$ cat src/rtl/norm_shift_pipe.sv
// Normalising left shifter for the FP adder: leading-zero (exponent-clamped) or external shift, truncate, sticky.
// Latency: 2 register stages (R1 = operand + shift amount, R2 = result); one result per cycle sustained.
// Backpressure: full valid/ready; each stage advances when the stage after it is empty or draining.
module norm_shift_pipe #(
  parameter  int WIDTH     = 27,
  parameter  int WIDTH_OUT = 24,
  parameter  int EXP_W     = 8,
  localparam int SW        = $clog2(WIDTH + 1)
) (
  input  logic                 clk,
  input  logic                 rst_n,
  input  logic                 in_valid,
  output logic                 in_ready,
  input  logic [WIDTH-1:0]     m,
  input  logic [EXP_W-1:0]     e,
  input  logic                 ext,
  input  logic [SW-1:0]        sh_ext,
  output logic                 out_valid,
  input  logic                 out_ready,
  output logic [WIDTH_OUT-1:0] out,
  output logic [EXP_W-1:0]     e_out,
  output logic                 sticky,
  output logic                 zero,
  output logic                 uf
);

  // Common width for comparing the leading-zero count against the exponent.
  localparam int CW = (SW > EXP_W) ? SW : EXP_W;

  // Stage 1 (operand + shift amount) registers.
  logic             r1_vld;
  logic [WIDTH-1:0] r1_m;
  logic [SW-1:0]    r1_amt;
  logic [EXP_W-1:0] r1_e;
  logic             r1_uf;
  logic             r1_zero;

  // Stage 2 (result) registers.
  logic                 r2_vld;
  logic [WIDTH_OUT-1:0] r2_out;
  logic [EXP_W-1:0]     r2_e;
  logic                 r2_sticky;
  logic                 r2_zero;
  logic                 r2_uf;

  logic             w_adv1;
  logic             w_adv2;
  logic [SW-1:0]    w_lz;
  logic [SW-1:0]    w_amt;
  logic [EXP_W-1:0] w_e_out;
  logic             w_uf;
  logic             w_zero;

  logic [WIDTH-1:0]     w_d;
  logic [WIDTH_OUT-1:0] w_out;
  logic                 w_sticky;

  // A stage may load when it is empty or its contents move on this cycle.
  assign w_adv2   = !r2_vld || out_ready;
  assign w_adv1   = !r1_vld || w_adv2;
  assign in_ready = w_adv1;

  // Leading-zero count; the highest set bit wins, all-zero operand gives WIDTH.
  always_comb begin
    w_lz = SW'(WIDTH);
    for (int i = 0; i < WIDTH; i++) begin
      if (m[i]) w_lz = SW'(WIDTH - 1 - i);
    end
  end

  // Shift amount and exponent: clamp normalisation so the exponent bottoms out at zero.
  always_comb begin
    w_zero  = (m == '0);
    w_uf    = 1'b0;
    w_amt   = w_lz;
    w_e_out = e;
    if (ext) begin
      w_amt = sh_ext;
    end else if (CW'(w_lz) > CW'(e)) begin
      w_amt   = SW'(e);
      w_uf    = 1'b1;
      w_e_out = '0;
    end else begin
      w_e_out = e - EXP_W'(w_lz);
    end
    // A zero mantissa carries no exponent and is never reported as denormal.
    if (w_zero) begin
      w_uf    = 1'b0;
      w_e_out = '0;
    end
  end

  // Shift, truncate to the output width and fold the discarded bits into sticky.
  always_comb begin
    w_d      = r1_m << r1_amt;
    w_out    = w_d[WIDTH-1 -: WIDTH_OUT];
    w_sticky = |w_d[WIDTH-WIDTH_OUT-1:0];
  end

  // Stage 1: capture operand and its shift amount whenever the stage can advance.
  always_ff @(posedge clk or negedge rst_n) begin
    if (!rst_n) begin
      r1_vld  <= 1'b0;
      r1_m    <= '0;
      r1_amt  <= '0;
      r1_e    <= '0;
      r1_uf   <= 1'b0;
      r1_zero <= 1'b0;
    end else if (w_adv1) begin
      r1_vld <= in_valid;
      if (in_valid) begin
        r1_m    <= m;
        r1_amt  <= w_amt;
        r1_e    <= w_e_out;
        r1_uf   <= w_uf;
        r1_zero <= w_zero;
      end
    end
  end

  // Stage 2: result register, held stable while downstream stalls.
  always_ff @(posedge clk or negedge rst_n) begin
    if (!rst_n) begin
      r2_vld    <= 1'b0;
      r2_out    <= '0;
      r2_e      <= '0;
      r2_sticky <= 1'b0;
      r2_zero   <= 1'b0;
      r2_uf     <= 1'b0;
    end else if (w_adv2) begin
      r2_vld <= r1_vld;
      if (r1_vld) begin
        r2_out    <= w_out;
        r2_e      <= r1_e;
        r2_sticky <= w_sticky;
        r2_zero   <= r1_zero;
        r2_uf     <= r1_uf;
      end
    end
  end

  assign out_valid = r2_vld;
  assign out       = r2_out;
  assign e_out     = r2_e;
  assign sticky    = r2_sticky;
  assign zero      = r2_zero;
  assign uf        = r2_uf;

endmodule

$ cat config.mk
export PLATFORM = sky130hd
export DESIGN_NAME = norm_shift_pipe
export DESIGN_NICKNAME = d
export VERILOG_FILES = /design/src/rtl/norm_shift_pipe.sv
export SDC_FILE = /design/constraint.sdc
export NUM_CORES = 1
export LEC_CHECK = 0
export BUFFER_PORTS_ARGS = -buffer_cell sky130_fd_sc_hd__buf_4
export CAP_MARGIN = 30
export CORE_MARGIN = 5
export CORE_UTILIZATION = 61
export CTS_CLUSTER_SIZE = 8
export DETAILED_ROUTE_END_ITERATION = 8
export PLACE_DENSITY = 0.9
export SLEW_MARGIN = 25
export SYNTH_ARGS = -nofsm -noshare
export SYNTH_HDL_FRONTEND = slang
export SYNTH_SLANG_ARGS = --single-unit
$ cat constraint.sdc
create_clock -name clk -period 5.8 [get_ports clk]
set_input_delay 0.58 -clock clk [delete_from_list [all_inputs] [get_ports clk]]
set_output_delay 0.58 -clock clk [all_outputs]
set_load 0.005 [all_outputs]
==> results of run 1 <==
[registers in the layout, summed over array words and instances, names as in the netlist]
register,cells
e_out,8
out,24
out_valid,1
r1_amt,5
r1_e,8
r1_m,27
r1_uf,1
r1_vld,1
r1_zero,1
sticky,1
uf,1
zero,1
[layout make-up]
class                   count  area [sq um]  share of cell area (%)
multi-input cells         433          2730                    47.2
flip-flops and latches     79          1980                    34.1
repair buffers             87           664                    11.5
well taps                 102           128                    2.20
clock buffers               9           124                    2.14
clock inverters             7           104                    1.79
inverters                  17          63.8                    1.10
[cell families (layout without fill, tap and decap cells)]
group | Yosys count | count (layout) | share of synthesized area [%]
compound gates | 117 | 117 | 15.0
mux | 67 | 67 | 16.9
simple gates | 237 | 237 | 20.8
xor+xnor | 5 | 5 | 0.889
fa+ha+maj | 7 | 7 | 1.93
flops | 79 | 79 | 40.1
buf+inv | 50 | 120 | 4.42
[through the flow]
stage	setup WS (ns)	utilization [%]	cells	total power [W]	hold slack, ns
2_1_floorplan	2.60	-	562	0.00113	0.284
3_3_place_gp	2.27	71.1	717	0.00136	0.452
3_5_place_dp	2.15	71.3	718	0.00139	0.460
4_1_cts	2.51	74.2	734	0.00185	0.398
5_1_grt	2.30	74.2	734	0.00196	0.298
6_report	2.50	74.2	734	0.00186	0.232
[path summary, 6_finish.rpt]
path	end	depth (start not counted)	from
worst max-delay path	r1_amt[2]	14	m[1]
worst max register to register	out[23]	7	r1_amt[2]
worst min-delay path	out[1]	1	rst_n
worst min register to register	e_out[6]	2	e_out[6]
min in group clk	r1_vld	2	in_valid
max in group asynchronous	r1_amt[3]	1	rst_n
[report_power, final]
group | switching, W | internal, W | total, W | leakage (nW)
registers | 0.0000982 | 0.000658 | 0.000757 | 0.980
clock network | 0.000216 | 0.000247 | 0.000464 | 0.108
logic | 0.000320 | 0.000316 | 0.000636 | 1.65
[critical path, cell delays in order]
cell      delay (ns)
buf_4           0.12
nand2b_1        0.13
a221oi_1        0.28
o221a_2         0.24
o221ai_1        0.14
nor2b_1         0.19
ha_1            0.22
fa_1            0.40
nor2b_1         0.17
o21a_1          0.14
o21ai_0         0.12
nand3_1         0.31
mux2_2          0.38
o221ai_1        0.14
[cell usage in the layout, fill, tap and decap left out, types with 2 or more instances in the layout]
| master | count |
|---|---|
| a22o_1 | 9 |
| bufinv_16 | 2 |
| a31oi_1 | 5 |
| o221ai_1 | 4 |
| nor2b_1 | 5 |
| mux2_2 | 19 |
| a21oi_1 | 29 |
| xnor2_1 | 3 |
| nand3b_1 | 2 |
| inv_1 | 17 |
| o31a_1 | 2 |
| a211oi_1 | 5 |
| a211o_1 | 3 |
| nor3_1 | 7 |
| nor2_1 | 40 |
| mux2i_1 | 37 |
| o21ai_0 | 38 |
| or4_1 | 2 |
| o21a_1 | 5 |
| clkinvlp_4 | 2 |
| o211ai_1 | 6 |
| xor2_1 | 2 |
| buf_4 | 85 |
| o31ai_1 | 2 |
| nand3_1 | 14 |
| nand2_1 | 143 |
| mux4_2 | 11 |
| ha_1 | 6 |
| nand2b_1 | 8 |
| dfrtp_1 | 79 |
| clkbuf_8 | 9 |
| and2_1 | 3 |
| nor4_1 | 4 |
| nor4b_1 | 2 |
| or3_1 | 2 |
[layer usage]
metal | track usage [%] | wire [um] | vias up
met5 | 0 | 0 | -
met4 | 11.9 | 414 | 0
met3 | 3.68 | 1130 | 34
met2 | 41.1 | 6050 | 271
met1 | 37.5 | 5280 | 2138
li1 | - | - | 2099
==> flow_summary.toml, run 1 <==
[run_status]
status = "finished clean"

[routing]
drt-total-wl_um = 12900
avgRoutedWirePerCell_um = 17.5
ant_nets = 0
drtIter0Drc = 520
viasPerCell = 6.19
drc = 0
drt_pass1_iterations = 7
vias = 4542

[clock_network]
root_buffer = "clkbuf_8"
cts_made_buffers = 9
ctsResizeCount = 0
postCtsSetupRepairBufs = 0
path_clk_slew_ns = 0.09
clk-insertion-delay-late_ns = 0.36
cts_tree = "done"
cts_sinks = 79
cts_max_level = 3
cts.path.max_buffers = 2
hold_buffers = 0

[timing]
maxSlewViolCount = 0
worst_pin_slew_ns = 0.837
grt_setup_unrepaired = "no"
tns_ns = 0
hold_viol_final = 0
fmax_mhz = 303
setup_viol = 0
finClkSkew_ns = 0.0145
slew_headroom_pct = 44.2
finalCriticalPeriod_ns = 3.30
min_period_over_period_pct = 56.9

[flow_run]
timing.max_cap.violations = 0

[placed_design]
io_buffers = 81
place.gp.congestion = 0.940
place_area_sq_um = 5560
hpwl_um = 9390

[logic_synthesis]
syn_area_per_cell_sq_um = 8.77
synth_top_area_cell = "dfrtp_1"
yosysWarnings = 0
synth_area_leaders = "dfrtp_1 40%, nand2_1 11%, mux2i_1 7.5%, mux4_2 5.0%, mux2_2 4.3%"
ys.flop_type = "dfrtp_1"
syn-instance-count = 562
synthesis.area_sq_um = 4930
netlist_top_cells_count = "143 x nand2_1, 79 x dfrtp_1, 40 x nor2_1"
yosysTopAreaCellShare_pct = 40.1
syn_nets = 614
yosysMostFrequentCell = "nand2_1"
synthArstFlopShare_pct = 100
synth-seq-cells = 79
ys_types = 51
synth-edff-count = 0
yosysSeqAreaShare_pct = 40.1

[floorplanning]
dieWidth_um = 99.9
die-height_um = 99.9
rows = 32
num_io_pins = 82
die_area_sq_um = 9980
coreArea_sq_um = 7810
start_util_pct = 63.1

[layout]
nFillCells = 524
syn_to_final_growth_pct = 17.6
diodes = 0
final_cell_area_sq_um = 5790
nets = 679
drive_gt1_share_pct = 21.8

[global_route]
antenna_found_initial = 0
grt_max_degree = 80
grt_pass1_vias = 4333
grt_first_pass_wirelength_um = 21400
track_usage_pct = 26.6
grt-ovfl-total = 0

[setup_path]
critical_path_peak_fanout = 7
startpoint_type = "input port"
arrival_ns = 3.58
cp.required_ns = 6.07
worstSetupEndpointType = "flop"
crit_type = "in -> reg"
rrSetupSlack_ns = 3.43

[power]
power_density_nw_per_um2 = 320
leakagePower_nw = 2.74
vdd.ir_drop.worst_mv = 0.170

[worst_hold_path]
hp-class = "in -> async"
No activity file was read; power rests on OpenSTA's default activity.
==> run 2: changes to the inputs <==
--- a/config.mk
+++ b/config.mk
@@ -8,10 +8,10 @@
 export BUFFER_PORTS_ARGS = -buffer_cell sky130_fd_sc_hd__buf_4
 export CAP_MARGIN = 30
 export CORE_MARGIN = 5
-export CORE_UTILIZATION = 61
+export CORE_UTILIZATION = 57
 export CTS_CLUSTER_SIZE = 8
 export DETAILED_ROUTE_END_ITERATION = 8
-export PLACE_DENSITY = 0.9
+export PLACE_DENSITY = 0.86
 export SLEW_MARGIN = 25
 export SYNTH_ARGS = -nofsm -noshare
 export SYNTH_HDL_FRONTEND = slang
==> constraint.sdc (replaced) <==
create_clock -name clk -period 3.26 [get_ports clk]
set_input_delay 0.326 -clock clk [delete_from_list [all_inputs] [get_ports clk]]
set_output_delay 0.326 -clock clk [all_outputs]
set_load 0.005 [all_outputs]
==> flow_summary.toml, run 2 (same netlist as run 1, synthesis figures left out) <==
[setup_path]
slowest_delay_ns = 0.40
worstSetupEndpointType = "flop"
crit_start = "m[1]"
crit_type = "in -> reg"
arrival_ns = 3.19
startpoint_type = "input port"
slowest_stage = "fa_1"
r2r_start = "r1_amt[1]"
path_cells = "buf_4, nand2b_1, a221oi_1, o221a_2, o221ai_1, nor2b_1, ha_1, fa_1, nor2b_1, o21a_1, o21ai_0, nand3_1, buf_4, mux2i_1, o221ai_1"
cp.required_ns = 3.46
critical_path_peak_fanout = 6

[clock_network]
cts_sinks = 79
cts_tree = "done"
path_clk_slew_ns = 0.09
cts_max_level = 3
hold_buffers = 0
cts_made_buffers = 9
root_buffer = "clkbuf_8"
postCtsSetupRepairBufs = 0
clk-insertion-delay-late_ns = 0.35
ctsResizeCount = 0
cts.path.max_buffers = 2

[timing]
worst_pin_slew_ns = 0.861
grt_setup_unrepaired = "no"
finClkSkew_ns = 0.0135
fmax_mhz = 334
finalCriticalPeriod_ns = 3.00
maxSlewViolCount = 0
whs_ns = -0.00743
min_period_over_period_pct = 91.9
setup_viol = 0
layout_setup_ws_ns = 0.264
slew_headroom_pct = 42.6
hold_viol_final = 11

[global_route]
grt_max_degree = 80
grt_pass1_vias = 4322
grt_first_pass_wirelength_um = 20700
antenna_found_initial = 0
track_usage_pct = 24.6
grt-ovfl-total = 0

[placed_design]
preCtsSetupSlack_ns = -0.0456
hpwl_um = 9500
place.gp.congestion = 0.938
io_buffers = 81

[run_status]
status = "finished with violations"
violations = "hold timing"

[power]
vdd.ir_drop.worst_mv = 0.279
power_density_nw_per_um2 = 554
leakagePower_nw = 2.74

[routing]
avgRoutedWirePerCell_um = 17.0
drt_pass1_iterations = 6
vias = 4433
ant_nets = 0
drtIter0Drc = 445
drc = 0
drt-total-wl_um = 12700
viasPerCell = 5.95

[layout]
fin_util_pct = 67.6
final_common_cell = "nand2_1"
drive_gt1_share_pct = 22.4
nets = 684
diodes = 0
layout_common_cells = "143 x nand2_1, 91 x buf_4, 79 x dfrtp_1"
largest_reg_flops = 27
nFillCells = 676
regMostFlops = "r1_m"
syn_to_final_growth_pct = 17.8

[floorplanning]
die-height_um = 103
start_util_pct = 57.4
die_area_sq_um = 10600
rows = 34
coreArea_sq_um = 8590
dieWidth_um = 103
num_io_pins = 82

[flow_run]
timing.max_cap.violations = 0

[worst_hold_path]
hp-class = "in -> async"
-- run 2: cell types whose count changed in the layout (fill, tap and decap cells not counted), sizes merged --
cell | before | now
buf | 87 | 92
inv | 19 | 20
clkinvlp | 2 | 3
bufinv | 2 | 1
clkinv | 1 | 0
-- run 2: stage by stage --
step	power [W]	TNS, ns	std cells	cell area, sq um
floorplan	0.00202	0	562	4930
global placement	0.00244	0	729	5600
detailed placement	0.00248	-0.0456	729	5600
CTS	0.00322	0	745	5800
global route	0.00341	0	745	5810
finish	0.00322	0	745	5810
-- run 2: per-layer routing --
metal / vias to the layer above / wire [um] / track usage [%]
li1: 2119 / - / -
met1: 2093 / 5550 / 35.0
met2: 200 / 6050 / 38.5
met3: 21 / 855 / 3.45
met4: 0 / 249 / 8.67
met5: - / 0 / 0
-- run 2: area by class of cell --
| class | instances | area (sq um) | share of cell area (%) |
|---|---|---|---|
| clock buffer | 9 | 124 | 2.13 |
| timing repair buffer | 92 | 694 | 12.0 |
| multi-input combinational | 433 | 2730 | 47.1 |
| tap | 108 | 135 | 2.33 |
| clock inverter | 7 | 78.8 | 1.36 |
| sequential | 79 | 1980 | 34.0 |
| inverter | 17 | 63.8 | 1.10 |
-- run 2: final timing paths --
kind / endpoint / slack (ns) / depth (start not counted)
min reg2reg: zero / 0.48 / 2
min in group clk: r1_vld / 0.19 / 2
max reg2reg: out[22] / 0.74 / 7
min: out[0] / -0.007 / 1
max: r1_amt[3] / 0.26 / 15
max in group asynchronous: r1_amt[0] / 2.78 / 1
-- run 2: where the power goes --
part	internal, W	switching (W)	leakage (nW)	total [W]
Combinational	0.000568	0.000544	1.67	0.00111
Clock	0.000362	0.000381	0.0929	0.000742
Sequential	0.00117	0.000193	0.980	0.00136
Total	0.00210	0.00112	2.74	0.00322
-- run 2: critical path: cells and delay by family --
kind | cells | cell delay, ns
buf+inv | 2 | 0.28
fa+ha+maj | 2 | 0.62
simple gates | 4 | 0.65
compound gates | 6 | 1.06
mux | 1 | 0.24
==> run 3: changes to the inputs <==
--- a/config.mk
+++ b/config.mk
@@ -7,8 +7,10 @@
 export LEC_CHECK = 0
 export BUFFER_PORTS_ARGS = -buffer_cell sky130_fd_sc_hd__buf_4
 export CAP_MARGIN = 30
+export CELL_PAD_IN_SITES_DETAIL_PLACEMENT = 1
+export CELL_PAD_IN_SITES_GLOBAL_PLACEMENT = 1
 export CORE_MARGIN = 5
-export CORE_UTILIZATION = 57
+export CORE_UTILIZATION = 43
 export CTS_CLUSTER_SIZE = 8
 export DETAILED_ROUTE_END_ITERATION = 8
 export PLACE_DENSITY = 0.86
==> flow_summary.toml, run 3 (same netlist as run 1, synthesis figures left out) <==
[run_status]
status = "finished clean"

[placed_design]
hpwl_um = 11600
place_area_sq_um = 5670
preCtsSetupSlack_ns = -0.136
dp_cells = 767
place.gp.congestion = 0.888
io_buffers = 81

[global_route]
grt_first_pass_wirelength_um = 25400
use_met2_pct = 39.9
grt_util_met3_pct = 4.22
grt-ovfl-total = 0
use_met1_pct = 31.3
track_usage_pct = 23.7
antenna_found_initial = 0
busiest_layer = "met2"
grt_pass1_vias = 4905
grt_max_degree = 80

[clock_network]
cts_tree = "done"
root_buffer = "clkbuf_16"
cts_sinks = 79
cts_max_level = 3
clk-insertion-delay-late_ns = 0.34
cts_made_buffers = 9
path_clk_slew_ns = 0.06
hold_buffers = 0
cts.path.max_buffers = 2
ctsResizeCount = 0
postCtsSetupRepairBufs = 0

[routing]
drc = 0
drt_pass1_iterations = 4
ant_nets = 0
avgRoutedWirePerCell_um = 19.6
viasPerCell = 5.81
drt-total-wl_um = 15400
drtIter0Drc = 345
vias = 4551

[timing]
finClkSkew_ns = 0.00862
layout_setup_ws_ns = 0.289
setup_viol = 0
min_period_over_period_pct = 91.1
finalCriticalPeriod_ns = 2.97
tns_ns = 0
slew_headroom_pct = 41.9
worst_pin_slew_ns = 0.871
grt_setup_unrepaired = "no"
maxSlewViolCount = 0
fmax_mhz = 337
hold_viol_final = 0

[layout]
final_common_cell = "nand2_1"
instances_no_fill = 783
nets = 687
largest_reg_flops = 27
layout_common_cells = "143 x nand2_1, 94 x buf_4, 79 x dfrtp_1"
diodes = 0
syn_to_final_growth_pct = 21.5
nFillCells = 1370
final_cell_area_sq_um = 5990
regMostFlops = "r1_m"
drive_gt1_share_pct = 23.0

[power]
vdd.ir_drop.worst_mv = 0.273
power_density_nw_per_um2 = 598
leakagePower_nw = 2.82

[floorplanning]
start_util_pct = 43.5
rows = 39
die-height_um = 117
die_area_sq_um = 13700
dieWidth_um = 117
num_io_pins = 82
coreArea_sq_um = 11300

[setup_path]
worstSetupEndpointType = "flop"
critical_path_peak_fanout = 7
arrival_ns = 3.21
startpoint_type = "input port"
cp.required_ns = 3.50
crit_type = "in -> reg"

[flow_run]
timing.max_cap.violations = 0

[worst_hold_path]
hp-class = "in -> async"
-- run 3: changes by cell type in the layout (fill, tap and decap cells not counted) --
cell / delta
clkinvlp_4: -3
a221oi_2: +1
nor2b_1: -1
clkbuf_1: +1
clkbuf_8: -7
nor2b_2: +1
o21ai_1: +1
buf_4: +3
clkinv_2: +1
a221oi_1: -1
o21ai_0: -1
inv_6: -2
clkinv_4: +1
clkbuf_16: +9
-- run 3: cell type report --
cell class | count | area (sq um) | area share [%]
repair buffers | 95 | 717 | 12.0
clock inverters | 4 | 52.6 | 0.878
flip-flops and latches | 79 | 1980 | 33.0
clock buffers | 12 | 256 | 4.28
inverters | 17 | 63.8 | 1.07
multi-input cells | 433 | 2740 | 45.8
well taps | 143 | 179 | 2.99
-- run 3: where the power goes --
part	internal (W)	leakage (nW)	total, W	switching (W)
combinational	0.000572	1.69	0.00117	0.000595
sequential	0.00117	0.980	0.00136	0.000189
clock	0.000638	0.153	0.00105	0.000415
total	0.00238	2.82	0.00358	0.00120
-- run 3: critical path, stage by stage --
cell,delay (ns)
buf_4,0.12
nand2b_1,0.14
a221oi_2,0.22
o221a_2,0.23
o221ai_1,0.14
nor2b_1,0.19
ha_1,0.22
fa_1,0.44
nor2b_2,0.15
o21a_1,0.14
o21ai_0,0.10
buf_4,0.16
nand3_1,0.07
or2b_2,0.35
o21ai_0,0.22
-- run 3: stage by stage --
| stage | utilization, % | hold slack (ns) | power [W] |
|---|---|---|---|
| floorplan | - | 0.0304 | 0.00202 |
| global placement | 50.1 | 0.456 | 0.00247 |
| detailed placement | 50.1 | 0.468 | 0.00253 |
| CTS | 52.8 | 0.198 | 0.00360 |
| global route | 52.9 | 0.0827 | 0.00379 |
| finish | 52.9 | 0.00561 | 0.00358 |
-- run 3: path summary, 6_finish.rpt --
kind,startpoint,endpoint,slack (ns),depth (start not counted)
worst max-delay path,m[1],r1_e[6],0.29,15
worst min-delay path,rst_n,out[0],0.006,1
worst min register to register,r1_e[4],e_out[4],0.48,2
min in group clk,m[24],r1_m[24],0.21,3
worst max register to register,r1_amt[1],out[17],0.69,7
max in group asynchronous,rst_n,r1_m[26],2.70,1
-- run 3: routing by layer --
layer | up-vias | wire [um] | part of all wire (%)
met5 | - | 0 | 0
met4 | 0 | 327 | 2.1
met3 | 23 | 697 | 4.5
met2 | 121 | 7620 | 50
met1 | 2288 | 6720 | 44
li1 | 2119 | - | -
